## config.mk

```make
export PLATFORM = sky130hd
export DESIGN_NAME = alu_ctrl_mc
export DESIGN_NICKNAME = d
export VERILOG_FILES = /design/src/rtl/alu_ctrl_mc.sv
export SDC_FILE = /design/constraint.sdc
export NUM_CORES = 1
export LEC_CHECK = 0
export CORE_AREA = 5 5 154 156
export CTS_CLUSTER_SIZE = 25
export DETAILED_ROUTE_END_ITERATION = 8
export DIE_AREA = 0 0 159 161
export PLACE_DENSITY = 0.62
export SETUP_SLACK_MARGIN = 0.4
export SYNTH_ARGS = -nofsm -noshare
export SYNTH_HDL_FRONTEND = slang
export SYNTH_SLANG_ARGS = --single-unit
```

## constraint.sdc

```tcl
create_clock -name clk_i -period 3.7 [get_ports clk_i]
set_input_delay 0.555 -clock clk_i [delete_from_list [all_inputs] [get_ports clk_i]]
set_output_delay 0.555 -clock clk_i [all_outputs]
set_load 0.02 [all_outputs]
```

## src/rtl/alu_ctrl_mc.sv

```systemverilog
// ALU control decode plus an iterative shift-add multiplier sequencer with a PC stall handshake.
// Optional macro MUL_EARLY_EXIT_EN: finish a mul as soon as the remaining multiplier bits are zero.
module alu_ctrl_mc #(
  parameter int WIDTH = 32,
  parameter int CNT_W = 6
) (
  input  logic             clk_i,
  input  logic             rst_i,
  input  logic             valid_i,
  input  logic [5:0]       funct_i,
  input  logic [2:0]       ALUOp_i,
  input  logic [WIDTH-1:0] src1_i,
  input  logic [WIDTH-1:0] src2_i,
  output logic [3:0]       ALUCtrl_o,
  output logic             shamt_select,
  output logic             mux_jump_select,
  output logic             illegal_o,
  output logic             stall_o,
  output logic             mul_done_o,
  output logic [WIDTH-1:0] mul_result_o
);

  typedef enum logic [1:0] {IDLE, BUSY, DONE} state_t;

  localparam logic [CNT_W-1:0] LAST = CNT_W'(WIDTH - 1);

  state_t             state_q, state_d;
  logic [WIDTH-1:0]   mcand_q, mcand_d, mplier_q, mplier_d;
  logic [WIDTH-1:0]   acc_q, acc_d, result_q, result_d;
  logic [CNT_W-1:0]   cnt_q, cnt_d;
  logic [3:0]         dec_ctrl;
  logic               dec_shamt, dec_jump, dec_ill, start;

  always_comb begin
    dec_ctrl  = 4'b1111;
    dec_shamt = 1'b0;
    dec_jump  = 1'b0;
    dec_ill   = 1'b0;
    case (ALUOp_i)
      3'd0: begin
        case (funct_i)
          6'd3:  begin dec_ctrl = 4'b1000; dec_shamt = 1'b1; end
          6'd7:  dec_ctrl = 4'b1001;
          6'd24: dec_ctrl = 4'b0101;
          6'd32: dec_ctrl = 4'b0010;
          6'd34: dec_ctrl = 4'b0110;
          6'd36: dec_ctrl = 4'b0000;
          6'd37: dec_ctrl = 4'b0001;
          6'd42: dec_ctrl = 4'b0100;
          6'd8:  begin dec_ctrl = 4'b0010; dec_jump = 1'b1; end
          default: dec_ill = 1'b1;
        endcase
      end
      3'd1: dec_ctrl = 4'b0111;
      3'd2: dec_ctrl = 4'b1010;
      3'd3: dec_ctrl = 4'b0010;
      3'd4: dec_ctrl = 4'b0011;
      3'd5: dec_ctrl = 4'b0001;
      3'd6: dec_ctrl = 4'b1011;
      default: dec_ctrl = 4'b1111;
    endcase
  end

  assign start = (state_q == IDLE) && valid_i && (ALUOp_i == 3'd0) && (funct_i == 6'd24);

  always_comb begin
    state_d    = state_q;
    mcand_d    = mcand_q;
    mplier_d   = mplier_q;
    acc_d      = acc_q;
    cnt_d      = cnt_q;
    result_d   = result_q;
    stall_o    = 1'b0;
    mul_done_o = 1'b0;
    case (state_q)
      IDLE: begin
        if (start) begin
          mcand_d  = src1_i;
          mplier_d = src2_i;
          acc_d    = '0;
          cnt_d    = '0;
          stall_o  = 1'b1;
          state_d  = BUSY;
`ifdef MUL_EARLY_EXIT_EN
          if (src2_i == '0) begin
            state_d  = DONE;
            result_d = '0;
          end
`endif
        end
      end
      BUSY: begin
        stall_o  = 1'b1;
        if (mplier_q[0]) acc_d = acc_q + mcand_q;
        mcand_d  = mcand_q << 1;
        mplier_d = mplier_q >> 1;
        cnt_d    = cnt_q + CNT_W'(1);
        // Result is captured on the exit edge so it is already valid during DONE.
`ifdef MUL_EARLY_EXIT_EN
        if (cnt_q == LAST || mplier_d == '0) begin
`else
        if (cnt_q == LAST) begin
`endif
          state_d  = DONE;
          result_d = acc_d;
        end
      end
      DONE: begin
        mul_done_o = 1'b1;
        state_d    = IDLE;
      end
      default: state_d = IDLE;
    endcase
  end

  always_comb begin
    if (state_q == IDLE) begin
      ALUCtrl_o       = dec_ctrl;
      shamt_select    = dec_shamt;
      mux_jump_select = dec_jump;
      illegal_o       = dec_ill;
    end else begin
      ALUCtrl_o       = 4'b0101;
      shamt_select    = 1'b0;
      mux_jump_select = 1'b0;
      illegal_o       = 1'b0;
    end
  end

  assign mul_result_o = result_q;

  always_ff @(posedge clk_i or negedge rst_i) begin
    if (!rst_i) begin
      state_q  <= IDLE;
      mcand_q  <= '0;
      mplier_q <= '0;
      acc_q    <= '0;
      cnt_q    <= '0;
      result_q <= '0;
    end else begin
      state_q  <= state_d;
      mcand_q  <= mcand_d;
      mplier_q <= mplier_d;
      acc_q    <= acc_d;
      cnt_q    <= cnt_d;
      result_q <= result_d;
    end
  end

endmodule

```

==> results of run 1 <==
[synth_stat cells, types with 7 or more instances]
cell type                  count
sky130_fd_sc_hd__a21oi_1      41
sky130_fd_sc_hd__inv_1        10
sky130_fd_sc_hd__a211oi_1      7
sky130_fd_sc_hd__xor2_1       10
sky130_fd_sc_hd__nand4_1       9
sky130_fd_sc_hd__clkbuf_1     53
sky130_fd_sc_hd__mux2i_1       8
sky130_fd_sc_hd__and3_1        7
sky130_fd_sc_hd__nor3_1       15
sky130_fd_sc_hd__nor2_1      160
sky130_fd_sc_hd__xnor2_1      18
sky130_fd_sc_hd__o21a_1       17
sky130_fd_sc_hd__nand2_1      67
sky130_fd_sc_hd__o21ai_0      68
sky130_fd_sc_hd__o22ai_1      63
sky130_fd_sc_hd__nand3_1      43
sky130_fd_sc_hd__ha_1         32
sky130_fd_sc_hd__a31oi_1       9
sky130_fd_sc_hd__a21o_1       26
sky130_fd_sc_hd__dfrtp_1     136
sky130_fd_sc_hd__o211ai_1      7
[final cells by class]
type	instances	area, µm²
Clock inverter	11	195
Inverter	12	45.0
Clock buffer	20	457
Fill cell	2177	12600
Sequential cell	136	3400
Timing Repair Buffer	127	1280
Multi-Input combinational cell	670	3940
Tap cell	285	357
[repair_timing]
| item | in CTS | in global routing |
|---|---|---|
| endpoints found under the setup margin | 3 | 5 |
| gates cloned | 0 | 0 |
| resized for setup | 3 | 10 |
[power by group]
group	internal, mW	leakage, nW	switching, mW
logic	0.491	2.61	0.572
registers	1.58	1.56	0.0827
clock network	1.23	0.309	0.665
[layer usage]
layer	global-route usage (%)	wire length (µm)
met5	0	0
met4	4.81	289
met3	3.24	670
met2	25.9	9550
met1	21.2	9740
[how the worst max path moves through the flow]
stage	from	endpoint	slack [ns]	depth (start not counted)
6_report	funct_i[4]	ALUCtrl_o[1]	0.61	6
4_1_cts	funct_i[5]	stall_o	0.41	8
5_1_grt	funct_i[1]	ALUCtrl_o[1]	0.42	8
2_1_floorplan	mcand_q[0]$_DFFE_PN0P_	mul_result_o[16]$_DFFE_PN0P_	0.90	11
3_3_place_gp	funct_i[1]	ALUCtrl_o[2]	0.34	9
3_5_place_dp	funct_i[5]	ALUCtrl_o[2]	0.29	11
[kinds of logic (layout without fill, tap and decap cells)]
logic type | Yosys count | after routing | synth area share (%)
xor gates and xnor gates | 28 | 28 | 3.24
buffers and inverters | 67 | 170 | 3.34
muxes | 12 | 12 | 1.65
AOI/OAI and AO/OA | 275 | 275 | 22.9
and+or+nand+nor | 322 | 322 | 18.3
adders and majority gates | 33 | 33 | 5.56
DFF | 136 | 136 | 45.0
[worst max-delay path, delay by kind of cell]
kind	cells	cell delay [ns]
buffers and inverters	2	1.26
and+or+nand+nor	2	0.44
AOI/OAI and AO/OA	2	0.27
[flip-flops by register name, indices dropped and copies added, names as in the netlist]
name	flops
mplier_q	32
mul_result_o	32
acc_q	32
mcand_q	32
state_q	2
cnt_q	6
==> metrics.txt, run 1 <==
# TYPE chip_impl_metric gauge
chip_impl_metric{name="power.density",unit="nW/µm²"} 477
chip_impl_metric{name="core-area",unit="µm²"} 22200
chip_impl_metric{name="start_util",unit="%"} 34.0
chip_impl_info{name="clockRootBuffer",value="sky130_fd_sc_hd__clkbuf_16"} 1
chip_impl_metric{name="synth_area",unit="µm²"} 7560
chip_impl_metric{name="final_cell_count_no_fill",unit=""} 1261
chip_impl_metric{name="syn_avg_cell_area",unit="µm²"} 8.66
chip_impl_metric{name="report.final.setup_viol",unit=""} 0
chip_impl_metric{name="globalRouteOverflowTotal",unit=""} 0
chip_impl_info{name="run_status",value="completed"} 1
chip_impl_info{name="cp-end-kind",value="output pin"} 1
chip_impl_metric{name="grt_first_pass_wirelength",unit="µm"} 33600
chip_impl_info{name="setup.worst_path.class",value="input port to output pin"} 1
chip_impl_metric{name="drtAntennaViolNets",unit=""} 0
chip_impl_metric{name="place_hpwl",unit="µm"} 13700
chip_impl_metric{name="drv.max_cap_violation_count",unit=""} 0
chip_impl_info{name="r2r_end",value="mul_result_o[26]$_DFFE_PN0P_"} 1
chip_impl_info{name="synth_top_area_cell",value="sky130_fd_sc_hd__dfrtp_1"} 1
chip_impl_metric{name="whs",unit="ns"} 0.183
chip_impl_metric{name="worst_pin_slew",unit="ns"} 1.07
chip_impl_metric{name="total_power",unit="mW"} 4.62
chip_impl_metric{name="arrival",unit="ns"} 2.54
chip_impl_metric{name="areaGrowthSynthToFinish",unit="%"} 27.9
chip_impl_metric{name="antenna_violations_before_repair",unit=""} 0
chip_impl_info{name="timing.critical_path.from_type",value="input port"} 1
chip_impl_metric{name="timing.reg2reg.setup_slack",unit="ns"} 0.64
chip_impl_metric{name="design.portCount",unit=""} 117
chip_impl_metric{name="post_route_cells_drive_above_1_share",unit="%"} 5.74
chip_impl_metric{name="placedCellCount",unit=""} 1230
chip_impl_metric{name="nets",unit=""} 1073
chip_impl_info{name="rr_startpoint",value="mcand_q[0]$_DFFE_PN0P_"} 1
chip_impl_metric{name="post-route-min-period",unit="ns"} 3.09
chip_impl_metric{name="worstPathRequired",unit="ns"} 3.14
chip_impl_metric{name="final.setup_skew",unit="ns"} 0.00987
chip_impl_metric{name="place.port_buffers",unit=""} 116
chip_impl_metric{name="rr_worst_depth",unit=""} 11
chip_impl_metric{name="initial_drt_markers",unit=""} 338
chip_impl_metric{name="finalCoreUtilization",unit="%"} 43.5
chip_impl_metric{name="insertion_delay",unit="ns"} 0.42
chip_impl_metric{name="cp_slowest_stage_delay",unit="ns"} 0.67
chip_impl_metric{name="post-cts-setup-buffer-count",unit=""} 0
chip_impl_metric{name="finalInstanceArea",unit="µm²"} 9670
chip_impl_info{name="highest_count_cells_in_the_layout_ignoring_fill_and_taps",value="sky130_fd_sc_hd__nor2_1 (159), sky130_fd_sc_hd__dfrtp_1 (136), sky130_fd_sc_hd__clkdlybuf4s50_1 (108)"} 1
chip_impl_metric{name="register_bit_count_reported_by_yosys",unit=""} 136
chip_impl_metric{name="critical_path.max_fanout",unit=""} 13
chip_impl_metric{name="syn-instance-count",unit=""} 873
chip_impl_info{name="path_common_cell",value="sky130_fd_sc_hd__clkdlybuf4s50_1"} 1
chip_impl_metric{name="synth_fp_nets",unit=""} 982
chip_impl_metric{name="timing.slew.headroom",unit="%"} 28.7
chip_impl_metric{name="placed_area",unit="µm²"} 9000
chip_impl_metric{name="grt_max_degree",unit=""} 83
chip_impl_metric{name="avgViaCountPerCell",unit=""} 5.25
chip_impl_metric{name="die_height",unit="µm"} 161
chip_impl_metric{name="min_period_over_period",unit="%"} 83.5
chip_impl_metric{name="tritoncts.num_buffers",unit=""} 17
chip_impl_metric{name="yosys.cell_types.count",unit=""} 53
chip_impl_info{name="clock_tree_from_tritoncts",value="built"} 1
chip_impl_info{name="yosys-top-cells-area",value="sky130_fd_sc_hd__dfrtp_1 (45%), sky130_fd_sc_hd__nor2_1 (7.9%), sky130_fd_sc_hd__ha_1 (5.3%)"} 1
chip_impl_metric{name="timing.final.max_slew_violations",unit=""} 0
chip_impl_metric{name="finalHoldViolations",unit=""} 0
chip_impl_metric{name="synth_async_sr_flop_share",unit="%"} 100
chip_impl_metric{name="max-clock-path-buffers",unit=""} 2
chip_impl_metric{name="postCtsHoldBufs",unit=""} 0
chip_impl_metric{name="netlist.area_leader.share",unit="%"} 45.0
chip_impl_metric{name="clk_transition_reported_paths",unit="ns"} 0.06
chip_impl_metric{name="n_antenna_cell",unit=""} 0
chip_impl_metric{name="post_drt_wl_per_cell",unit="µm"} 16.1
chip_impl_metric{name="clkSinkCount",unit=""} 136
chip_impl_info{name="most_common_cell_after_layout_fill_and_taps_aside",value="sky130_fd_sc_hd__nor2_1"} 1
chip_impl_info{name="cp_slowest_cell",value="sky130_fd_sc_hd__clkdlybuf4s50_1"} 1
chip_impl_metric{name="floorplan.die.width",unit="µm"} 159
chip_impl_metric{name="route.vias.total",unit=""} 6614
chip_impl_metric{name="yosys_warnings",unit=""} 0
chip_impl_metric{name="initial_drt_pass_iterations",unit=""} 4
chip_impl_metric{name="fp.dieArea",unit="µm²"} 25600
chip_impl_info{name="timing.critical_path.cells",value="clkdlybuf4s50_1 > nor4_1 > nor3_1 > a22oi_1 > o21a_1 > clkdlybuf4s50_1"} 1
chip_impl_metric{name="fin_setup_tns",unit="ns"} 0
chip_impl_metric{name="max_freq",unit="MHz"} 324
chip_impl_metric{name="power.static_leakage",unit="nW"} 4.49
chip_impl_metric{name="gr-usage-all-layers",unit="%"} 15.8
chip_impl_metric{name="finalWirelength",unit="µm"} 20200
chip_impl_info{name="worst_hold_path_type",value="input port to async pin"} 1
chip_impl_metric{name="synth_seq_area_share",unit="%"} 45.0
chip_impl_metric{name="number_of_global_route_vias_before_repair",unit=""} 6588
chip_impl_info{name="ys.flop_type",value="sky130_fd_sc_hd__dfrtp_1"} 1
chip_impl_metric{name="max-vdd-ir-drop",unit="mV"} 0.325
chip_impl_info{name="grt_setup_unrepaired",value="false"} 1
chip_impl_metric{name="setup_ws",unit="ns"} 0.610
chip_impl_metric{name="route.detailed.drc",unit=""} 0
chip_impl_metric{name="cts.htree.levels",unit=""} 4
chip_impl_metric{name="routabilityCongestion",unit=""} 0.835
chip_impl_metric{name="post-place-ws",unit="ns"} 0.286
chip_impl_metric{name="synth_enable_flop_cells",unit=""} 0
chip_impl_metric{name="placement_rows",unit=""} 55
Note: power is estimated with default switching activity, not from simulation.
==> run 2, diff against run 1 <==
--- a/config.mk
+++ b/config.mk
@@ -9,7 +9,7 @@
 export CTS_CLUSTER_SIZE = 25
 export DETAILED_ROUTE_END_ITERATION = 8
 export DIE_AREA = 0 0 159 161
-export PLACE_DENSITY = 0.62
+export PLACE_DENSITY = 0.64
 export SETUP_SLACK_MARGIN = 0.4
 export SYNTH_ARGS = -nofsm -noshare
 export SYNTH_HDL_FRONTEND = slang
==> constraint.sdc (replaced) <==
create_clock -name clk_i -period 2.53 [get_ports clk_i]
set_input_delay 0.3795 -clock clk_i [delete_from_list [all_inputs] [get_ports clk_i]]
set_output_delay 0.3795 -clock clk_i [all_outputs]
set_load 0.02 [all_outputs]
==> run 2 against run 1 <==
Net effect: the run now ends with negative setup slack left; sequential share of layout area down 5.8 points; sequential power increased by 46%; worst hold slack better by 0.23 ns; clock power grew 29%; final cell count increased by 13%; combinational power grew to 2.5 times the previous value; worst setup slack worse by 0.96 ns; clock-buffer cell count did not move; cell area up 20%; utilization up 8.6 points; via count is 12% higher; largest cell class unchanged; largest power group is now combinational logic.
==> metrics.txt, run 2 (same netlist as run 1, synthesis figures left out) <==
# TYPE chip_impl_metric gauge
chip_impl_info{name="run_status",value="complete, but fails checks"} 1
chip_impl_info{name="failing_checks",value="negative setup slack"} 1
chip_impl_metric{name="post-route-min-period",unit="ns"} 2.88
chip_impl_metric{name="critical_path.max_fanout",unit=""} 3
chip_impl_info{name="cp-end-kind",value="flip-flop"} 1
chip_impl_metric{name="worstPathRequired",unit="ns"} 2.84
chip_impl_metric{name="post_drt_wl_per_cell",unit="µm"} 16.1
chip_impl_metric{name="route.detailed.drc",unit=""} 0
chip_impl_metric{name="areaGrowthSynthToFinish",unit="%"} 53.1
chip_impl_metric{name="drtAntennaViolNets",unit=""} 0
chip_impl_info{name="worst_hold_path_type",value="input port to async pin"} 1
chip_impl_metric{name="nets",unit=""} 1237
chip_impl_metric{name="final.setup_skew",unit="ns"} 0.00806
chip_impl_metric{name="antenna_violations_before_repair",unit=""} 0
chip_impl_info{name="highest_count_cells_in_the_layout_ignoring_fill_and_taps",value="sky130_fd_sc_hd__buf_4 (162), sky130_fd_sc_hd__nor2_1 (152), sky130_fd_sc_hd__dfrtp_1 (133)"} 1
chip_impl_info{name="topRoutingLayerUsed",value="met4"} 1
chip_impl_metric{name="globalRouteOverflowTotal",unit=""} 0
chip_impl_metric{name="max-vdd-ir-drop",unit="mV"} 0.491
chip_impl_metric{name="tritoncts.num_buffers",unit=""} 17
chip_impl_metric{name="max-clock-path-buffers",unit=""} 2
chip_impl_metric{name="met3_wirelength",unit="µm"} 846
chip_impl_metric{name="finalCoreUtilization",unit="%"} 52.1
chip_impl_metric{name="fin_setup_tns",unit="ns"} -5.19
chip_impl_metric{name="report.final.setup_viol",unit=""} 30
chip_impl_metric{name="post-place-ws",unit="ns"} -0.358
chip_impl_metric{name="whs",unit="ns"} 0.413
chip_impl_metric{name="routabilityCongestion",unit=""} 0.852
chip_impl_metric{name="routed-wl-met2",unit="µm"} 11000
chip_impl_metric{name="worst_pin_slew",unit="ns"} 0.603
chip_impl_info{name="timing.critical_path.from_type",value="flip-flop"} 1
chip_impl_metric{name="clkSinkCount",unit=""} 136
chip_impl_metric{name="post_route_cells_drive_above_1_share",unit="%"} 29.2
chip_impl_metric{name="n_antenna_cell",unit=""} 0
chip_impl_metric{name="timing.slew.headroom",unit="%"} 59.6
chip_impl_metric{name="core-area",unit="µm²"} 22200
chip_impl_metric{name="initial_drt_markers",unit=""} 367
chip_impl_metric{name="arrival",unit="ns"} 3.19
chip_impl_metric{name="start_util",unit="%"} 34.0
chip_impl_metric{name="clk_transition_reported_paths",unit="ns"} 0.06
chip_impl_metric{name="finalHoldViolations",unit=""} 0
chip_impl_metric{name="power.density",unit="nW/µm²"} 651
chip_impl_info{name="setup.worst_path.class",value="flip-flop to flip-flop"} 1
chip_impl_metric{name="grt_first_pass_wirelength",unit="µm"} 37400
chip_impl_info{name="clock_tree_from_tritoncts",value="built"} 1
chip_impl_metric{name="total_power",unit="mW"} 7.54
chip_impl_metric{name="placement_rows",unit=""} 55
chip_impl_metric{name="grt_max_degree",unit=""} 69
chip_impl_metric{name="drt-met1-wl",unit="µm"} 10800
chip_impl_metric{name="timing.final.max_slew_violations",unit=""} 0
chip_impl_metric{name="max_freq",unit="MHz"} 347
chip_impl_info{name="grt_setup_unrepaired",value="true"} 1
chip_impl_metric{name="place_hpwl",unit="µm"} 15500
chip_impl_metric{name="floorplan.die.width",unit="µm"} 159
chip_impl_metric{name="power.static_leakage",unit="nW"} 5.44
chip_impl_metric{name="number_of_global_route_vias_before_repair",unit=""} 7423
chip_impl_metric{name="cts.htree.levels",unit=""} 4
chip_impl_metric{name="initial_drt_pass_iterations",unit=""} 5
chip_impl_metric{name="gr-usage-all-layers",unit="%"} 17.4
chip_impl_metric{name="drv.max_cap_violation_count",unit=""} 0
chip_impl_metric{name="finalWirelength",unit="µm"} 22900
chip_impl_metric{name="fp.dieArea",unit="µm²"} 25600
chip_impl_info{name="clockRootBuffer",value="sky130_fd_sc_hd__clkbuf_16"} 1
chip_impl_metric{name="setup_ws",unit="ns"} -0.355
chip_impl_metric{name="insertion_delay",unit="ns"} 0.43
chip_impl_metric{name="avgViaCountPerCell",unit=""} 5.20
chip_impl_metric{name="min_period_over_period",unit="%"} 114
chip_impl_metric{name="design.portCount",unit=""} 117
chip_impl_metric{name="place.port_buffers",unit=""} 116
chip_impl_info{name="most_common_cell_after_layout_fill_and_taps_aside",value="sky130_fd_sc_hd__buf_4"} 1
chip_impl_metric{name="route.vias.total",unit=""} 7410
chip_impl_metric{name="die_height",unit="µm"} 161
[run 2: changes by cell type in the layout (fill, tap and decap cells not counted), sizes merged]
cell / delta
buf: +169
clkdlybuf4s50: -8
clkbuf: +6
bufinv: -4
clkinv: +4
dlygate4sd2: -2
dlymetal6s2s: -2
clkinvlp: +1
dlygate4sd3: +1
[run 2: area by class of cell]
type | count | area [µm²]
well taps | 285 | 357
clock buffers | 20 | 457
clock inverters | 12 | 119
flip-flops and latches | 136 | 3410
fillers | 2032 | 10600
multi-input cells | 670 | 4670
inverters | 12 | 48.8
repair buffers | 291 | 2520
[run 2: final timing paths]
kind,from,end,slack (ns),cells past startpoint
worst min-delay path,rst_i,state_q[0]$_DFFE_PN0P_,0.41,2
worst max register to register,acc_q[0]$_DFFE_PN0P_,acc_q[22]$_DFFE_PN0P_,-0.35,13
worst min register to register,mul_result_o[11]$_DFFE_PN0P_,mul_result_o[11]$_DFFE_PN0P_,0.48,2
max in group asynchronous,rst_i,acc_q[10]$_DFFE_PN0P_,1.37,3
min in group clk_i,mul_result_o[11]$_DFFE_PN0P_,mul_result_o[11]$_DFFE_PN0P_,0.48,2
worst max-delay path,acc_q[0]$_DFFE_PN0P_,acc_q[22]$_DFFE_PN0P_,-0.35,13
[run 2: timing repair]
| item | 4_1_cts | 5_1_grt |
|---|---|---|
| pin swaps | 18 | 55 |
| hold buffers | 1 | 0 |
| hold endpoints to repair | 36 | 0 |
| setup endpoints to repair | 60 | 62 |
| resized for setup | 83 | 104 |
| setup buffers | 8 | 22 |
[run 2: power by group]
part           internal (mW)  total [mW]  switching, mW  leakage, nW
clock network           1.41        2.46           1.04        0.273
logic                   1.40        2.66           1.26         3.61
registers               2.31        2.42          0.110         1.56
[run 2: metrics by stage]
stage / cell area [µm²] / cells
CTS: 11000 / 1404
floorplan: 7710 / 873
finish: 11600 / 1426
global route: 11600 / 1426
global placement: 10200 / 1363
detailed placement: 10200 / 1363
[run 2: critical path: stages, from the launching register on]
cell                      delay, ns
sky130_fd_sc_hd__dfrtp_1       0.40
sky130_fd_sc_hd__ha_2          0.20
sky130_fd_sc_hd__fa_2          0.34
sky130_fd_sc_hd__a21o_1        0.18
sky130_fd_sc_hd__a221o_2       0.39
sky130_fd_sc_hd__a21oi_4       0.22
sky130_fd_sc_hd__a211o_1       0.19
sky130_fd_sc_hd__o21a_1        0.17
sky130_fd_sc_hd__buf_4         0.12
sky130_fd_sc_hd__buf_6         0.09
sky130_fd_sc_hd__nor2_4        0.03
sky130_fd_sc_hd__xor2_1        0.14
sky130_fd_sc_hd__mux2i_1       0.21
sky130_fd_sc_hd__o21ai_1       0.09
[run 2: routing by layer]
metal,vias to the layer above,global-route usage (%)
li1,3648,-
met1,3588,23.5
met2,147,28.9
met3,27,3.39
met4,0,4.11
met5,-,0
==> run 3, diff against run 2 <==
--- a/config.mk
+++ b/config.mk
@@ -5,11 +5,11 @@
 export SDC_FILE = /design/constraint.sdc
 export NUM_CORES = 1
 export LEC_CHECK = 0
-export CORE_AREA = 5 5 154 156
+export CORE_AREA = 5 5 131 133
 export CTS_CLUSTER_SIZE = 25
 export DETAILED_ROUTE_END_ITERATION = 8
-export DIE_AREA = 0 0 159 161
-export PLACE_DENSITY = 0.64
+export DIE_AREA = 0 0 136 138
+export PLACE_DENSITY = 0.82
 export SETUP_SLACK_MARGIN = 0.4
 export SYNTH_ARGS = -nofsm -noshare
 export SYNTH_HDL_FRONTEND = slang
==> run 3 against run 2 <==
Net effect: the run still ends with negative setup slack left; largest cell class unchanged; sequential power is essentially flat; clock-buffer cell count is the same; combinational power shrank 14%; highest routed layer unchanged; worst hold slack gained 0.049 ns; fmax grew 2.2%; via count grew 0.36%; register-to-register slack gained 0.06 ns; global-route usage grew 5.5 points.
==> metrics.txt, run 3 (same netlist as run 1, synthesis figures left out) <==
# TYPE chip_impl_metric gauge
chip_impl_info{name="run_status",value="complete, but fails checks"} 1
chip_impl_info{name="failing_checks",value="negative setup slack"} 1
chip_impl_metric{name="n_antenna_cell",unit=""} 0
chip_impl_info{name="cp-end-kind",value="flip-flop"} 1
chip_impl_metric{name="critical_path.n_buffers_inverters",unit=""} 1
chip_impl_metric{name="avgViaCountPerCell",unit=""} 5.57
chip_impl_info{name="cp_slowest_cell",value="sky130_fd_sc_hd__dfrtp_1"} 1
chip_impl_metric{name="gr-usage-all-layers",unit="%"} 22.8
chip_impl_metric{name="power.static_leakage",unit="nW"} 5.21
chip_impl_metric{name="routabilityCongestion",unit=""} 0.905
chip_impl_metric{name="power.density",unit="nW/µm²"} 651
chip_impl_metric{name="placement_rows",unit=""} 46
chip_impl_info{name="highest_count_cells_in_the_layout_ignoring_fill_and_taps",value="sky130_fd_sc_hd__nor2_1 (154), sky130_fd_sc_hd__buf_4 (142), sky130_fd_sc_hd__dfrtp_1 (134)"} 1
chip_impl_metric{name="drtAntennaViolNets",unit=""} 0
chip_impl_metric{name="whs",unit="ns"} 0.462
chip_impl_metric{name="place.port_buffers",unit=""} 116
chip_impl_metric{name="floorplan.die.width",unit="µm"} 136
chip_impl_metric{name="post-route-min-period",unit="ns"} 2.82
chip_impl_metric{name="place_hpwl",unit="µm"} 14500
chip_impl_metric{name="design.portCount",unit=""} 117
chip_impl_metric{name="max_freq",unit="MHz"} 354
chip_impl_metric{name="max-vdd-ir-drop",unit="mV"} 0.553
chip_impl_metric{name="core-area",unit="µm²"} 15700
chip_impl_metric{name="route.detailed.drc",unit=""} 0
chip_impl_metric{name="clkSinkCount",unit=""} 136
chip_impl_info{name="grt_setup_unrepaired",value="true"} 1
chip_impl_info{name="worst_hold_path_type",value="input port to async pin"} 1
chip_impl_metric{name="antenna_violations_before_repair",unit=""} 0
chip_impl_metric{name="tritoncts.num_buffers",unit=""} 17
chip_impl_metric{name="initial_drt_pass_iterations",unit=""} 5
chip_impl_metric{name="setup_ws",unit="ns"} -0.293
chip_impl_info{name="path_delay_family",value="compound AO/OA/AOI/OAI gates"} 1
chip_impl_metric{name="initial_drt_markers",unit=""} 455
chip_impl_metric{name="post_drt_wl_per_cell",unit="µm"} 16.1
chip_impl_metric{name="max-clock-path-buffers",unit=""} 2
chip_impl_metric{name="clk_transition_reported_paths",unit="ns"} 0.06
chip_impl_metric{name="globalRouteOverflowTotal",unit=""} 0
chip_impl_info{name="timing.critical_path.from_type",value="flip-flop"} 1
chip_impl_metric{name="n_fill_cell",unit=""} 1165
chip_impl_info{name="topRoutingLayerUsed",value="met4"} 1
chip_impl_info{name="r2r_end",value="mul_result_o[12]$_DFFE_PN0P_"} 1
chip_impl_metric{name="worstPathRequired",unit="ns"} 2.83
chip_impl_metric{name="final.setup_skew",unit="ns"} 0.0106
chip_impl_metric{name="timing.final.max_slew_violations",unit=""} 0
chip_impl_metric{name="worst_pin_slew",unit="ns"} 0.572
chip_impl_metric{name="finalWirelength",unit="µm"} 21500
chip_impl_metric{name="fp.dieArea",unit="µm²"} 18800
chip_impl_metric{name="timing.slew.headroom",unit="%"} 61.8
chip_impl_info{name="most_common_cell_after_layout_fill_and_taps_aside",value="sky130_fd_sc_hd__nor2_1"} 1
chip_impl_metric{name="met3_wirelength",unit="µm"} 1000
chip_impl_metric{name="grt_first_pass_wirelength",unit="µm"} 35700
chip_impl_metric{name="nets",unit=""} 1215
chip_impl_metric{name="finalHoldViolations",unit=""} 0
chip_impl_metric{name="post_route_cells_drive_above_1_share",unit="%"} 24.3
chip_impl_metric{name="insertion_delay",unit="ns"} 0.42
chip_impl_metric{name="die_height",unit="µm"} 138
chip_impl_metric{name="cp_slowest_stage_delay",unit="ns"} 0.40
chip_impl_metric{name="number_of_global_route_vias_before_repair",unit=""} 7505
chip_impl_metric{name="areaGrowthSynthToFinish",unit="%"} 46.5
chip_impl_info{name="timing.critical_path.cells",value="ha_2 > fa_2 > a21o_1 > a221o_2 > a21o_1 > buf_4 > a21oi_2 > o21bai_1 > xnor2_1 > nor2_1 > a211o_1 > o21a_1"} 1
chip_impl_metric{name="rr_worst_depth",unit=""} 12
chip_impl_metric{name="placedCellCount",unit=""} 1284
chip_impl_metric{name="grt_max_degree",unit=""} 61
chip_impl_info{name="path_common_cell",value="sky130_fd_sc_hd__a21o_1"} 1
chip_impl_info{name="setup.worst_path.class",value="flip-flop to flip-flop"} 1
chip_impl_metric{name="report.final.setup_viol",unit=""} 25
chip_impl_metric{name="drv.max_cap_violation_count",unit=""} 0
chip_impl_metric{name="final_cell_count_no_fill",unit=""} 1335
chip_impl_info{name="clock_tree_from_tritoncts",value="built"} 1
chip_impl_metric{name="start_util",unit="%"} 48.1
chip_impl_metric{name="drt-met1-wl",unit="µm"} 9450
chip_impl_info{name="clockRootBuffer",value="sky130_fd_sc_hd__clkbuf_16"} 1
chip_impl_metric{name="critical_path.max_fanout",unit=""} 3
chip_impl_metric{name="routed-wl-met2",unit="µm"} 10600
chip_impl_metric{name="total_power",unit="mW"} 7.21
chip_impl_metric{name="timing.reg2reg.setup_slack",unit="ns"} -0.29
chip_impl_metric{name="cts.htree.levels",unit=""} 4
chip_impl_metric{name="route.vias.total",unit=""} 7437
chip_impl_info{name="rr_startpoint",value="acc_q[0]$_DFFE_PN0P_"} 1
chip_impl_metric{name="min_period_over_period",unit="%"} 112
chip_impl_metric{name="arrival",unit="ns"} 3.13
-- run 3: worst register-to-register path, stage by stage (launching register included) --
cell                       delay, ns
sky130_fd_sc_hd__dfrtp_1        0.40
sky130_fd_sc_hd__ha_2           0.20
sky130_fd_sc_hd__fa_2           0.34
sky130_fd_sc_hd__a21o_1         0.17
sky130_fd_sc_hd__a221o_2        0.38
sky130_fd_sc_hd__a21o_1         0.19
sky130_fd_sc_hd__buf_4          0.14
sky130_fd_sc_hd__a21oi_2        0.12
sky130_fd_sc_hd__o21bai_1       0.10
sky130_fd_sc_hd__xnor2_1        0.21
sky130_fd_sc_hd__nor2_1         0.10
sky130_fd_sc_hd__a211o_1        0.26
sky130_fd_sc_hd__o21a_1         0.10
-- run 3: what timing repair did --
item,in CTS,in global routing
resized for setup,77,44
hold buffers,1,0
hold endpoints to repair,49,0
pin swaps,26,24
setup buffers,7,11
setup endpoints to repair,102,63
-- run 3: through the flow --
stage	setup TNS, ns	utilization (%)	instance area (µm²)	setup WS [ns]
floorplan	-0.237	-	7710	-0.158
detailed placement	-10.19	63.6	10000	-0.410
global placement	-6.77	63.6	10000	-0.351
CTS	-3.27	69.0	10800	-0.261
finish	-4.72	70.5	11100	-0.293
global route	-7.97	70.5	11100	-0.441
-- run 3: area by class of cell --
class,count,area (µm²),area share (%)
Clock buffer,20,457,4.12
Tap cell,216,270,2.44
Inverter,12,48.8,0.441
Multi-Input combinational cell,670,4390,39.6
Sequential cell,136,3410,30.7
Timing Repair Buffer,269,2360,21.3
Clock inverter,12,140,1.27
-- run 3: routing by layer --
metal	vias up	GRT usage, %
met4	0	7.32
met3	38	4.43
met5	-	0
met1	3603	31.0
met2	191	36.9
li1	3605	-
-- run 3: worst max-delay path by stage --
stage / start / cells after the start / end / slack [ns]
3_3_place_gp: funct_i[3] / 11 / ALUCtrl_o[2] / -0.35
6_report: acc_q[0]$_DFFE_PN0P_ / 12 / mul_result_o[12]$_DFFE_PN0P_ / -0.29
3_5_place_dp: funct_i[3] / 11 / ALUCtrl_o[2] / -0.41
5_1_grt: acc_q[0]$_DFFE_PN0P_ / 11 / mul_result_o[16]$_DFFE_PN0P_ / -0.44
2_1_floorplan: mcand_q[0]$_DFFE_PN0P_ / 11 / mul_result_o[16]$_DFFE_PN0P_ / -0.16
4_1_cts: mcand_q[0]$_DFFE_PN0P_ / 11 / mul_result_o[26]$_DFFE_PN0P_ / -0.26
-- run 3: where the power goes --
part	switching [mW]	internal [mW]
Clock	0.993	1.52
Sequential	0.110	2.31
Combinational	1.10	1.18
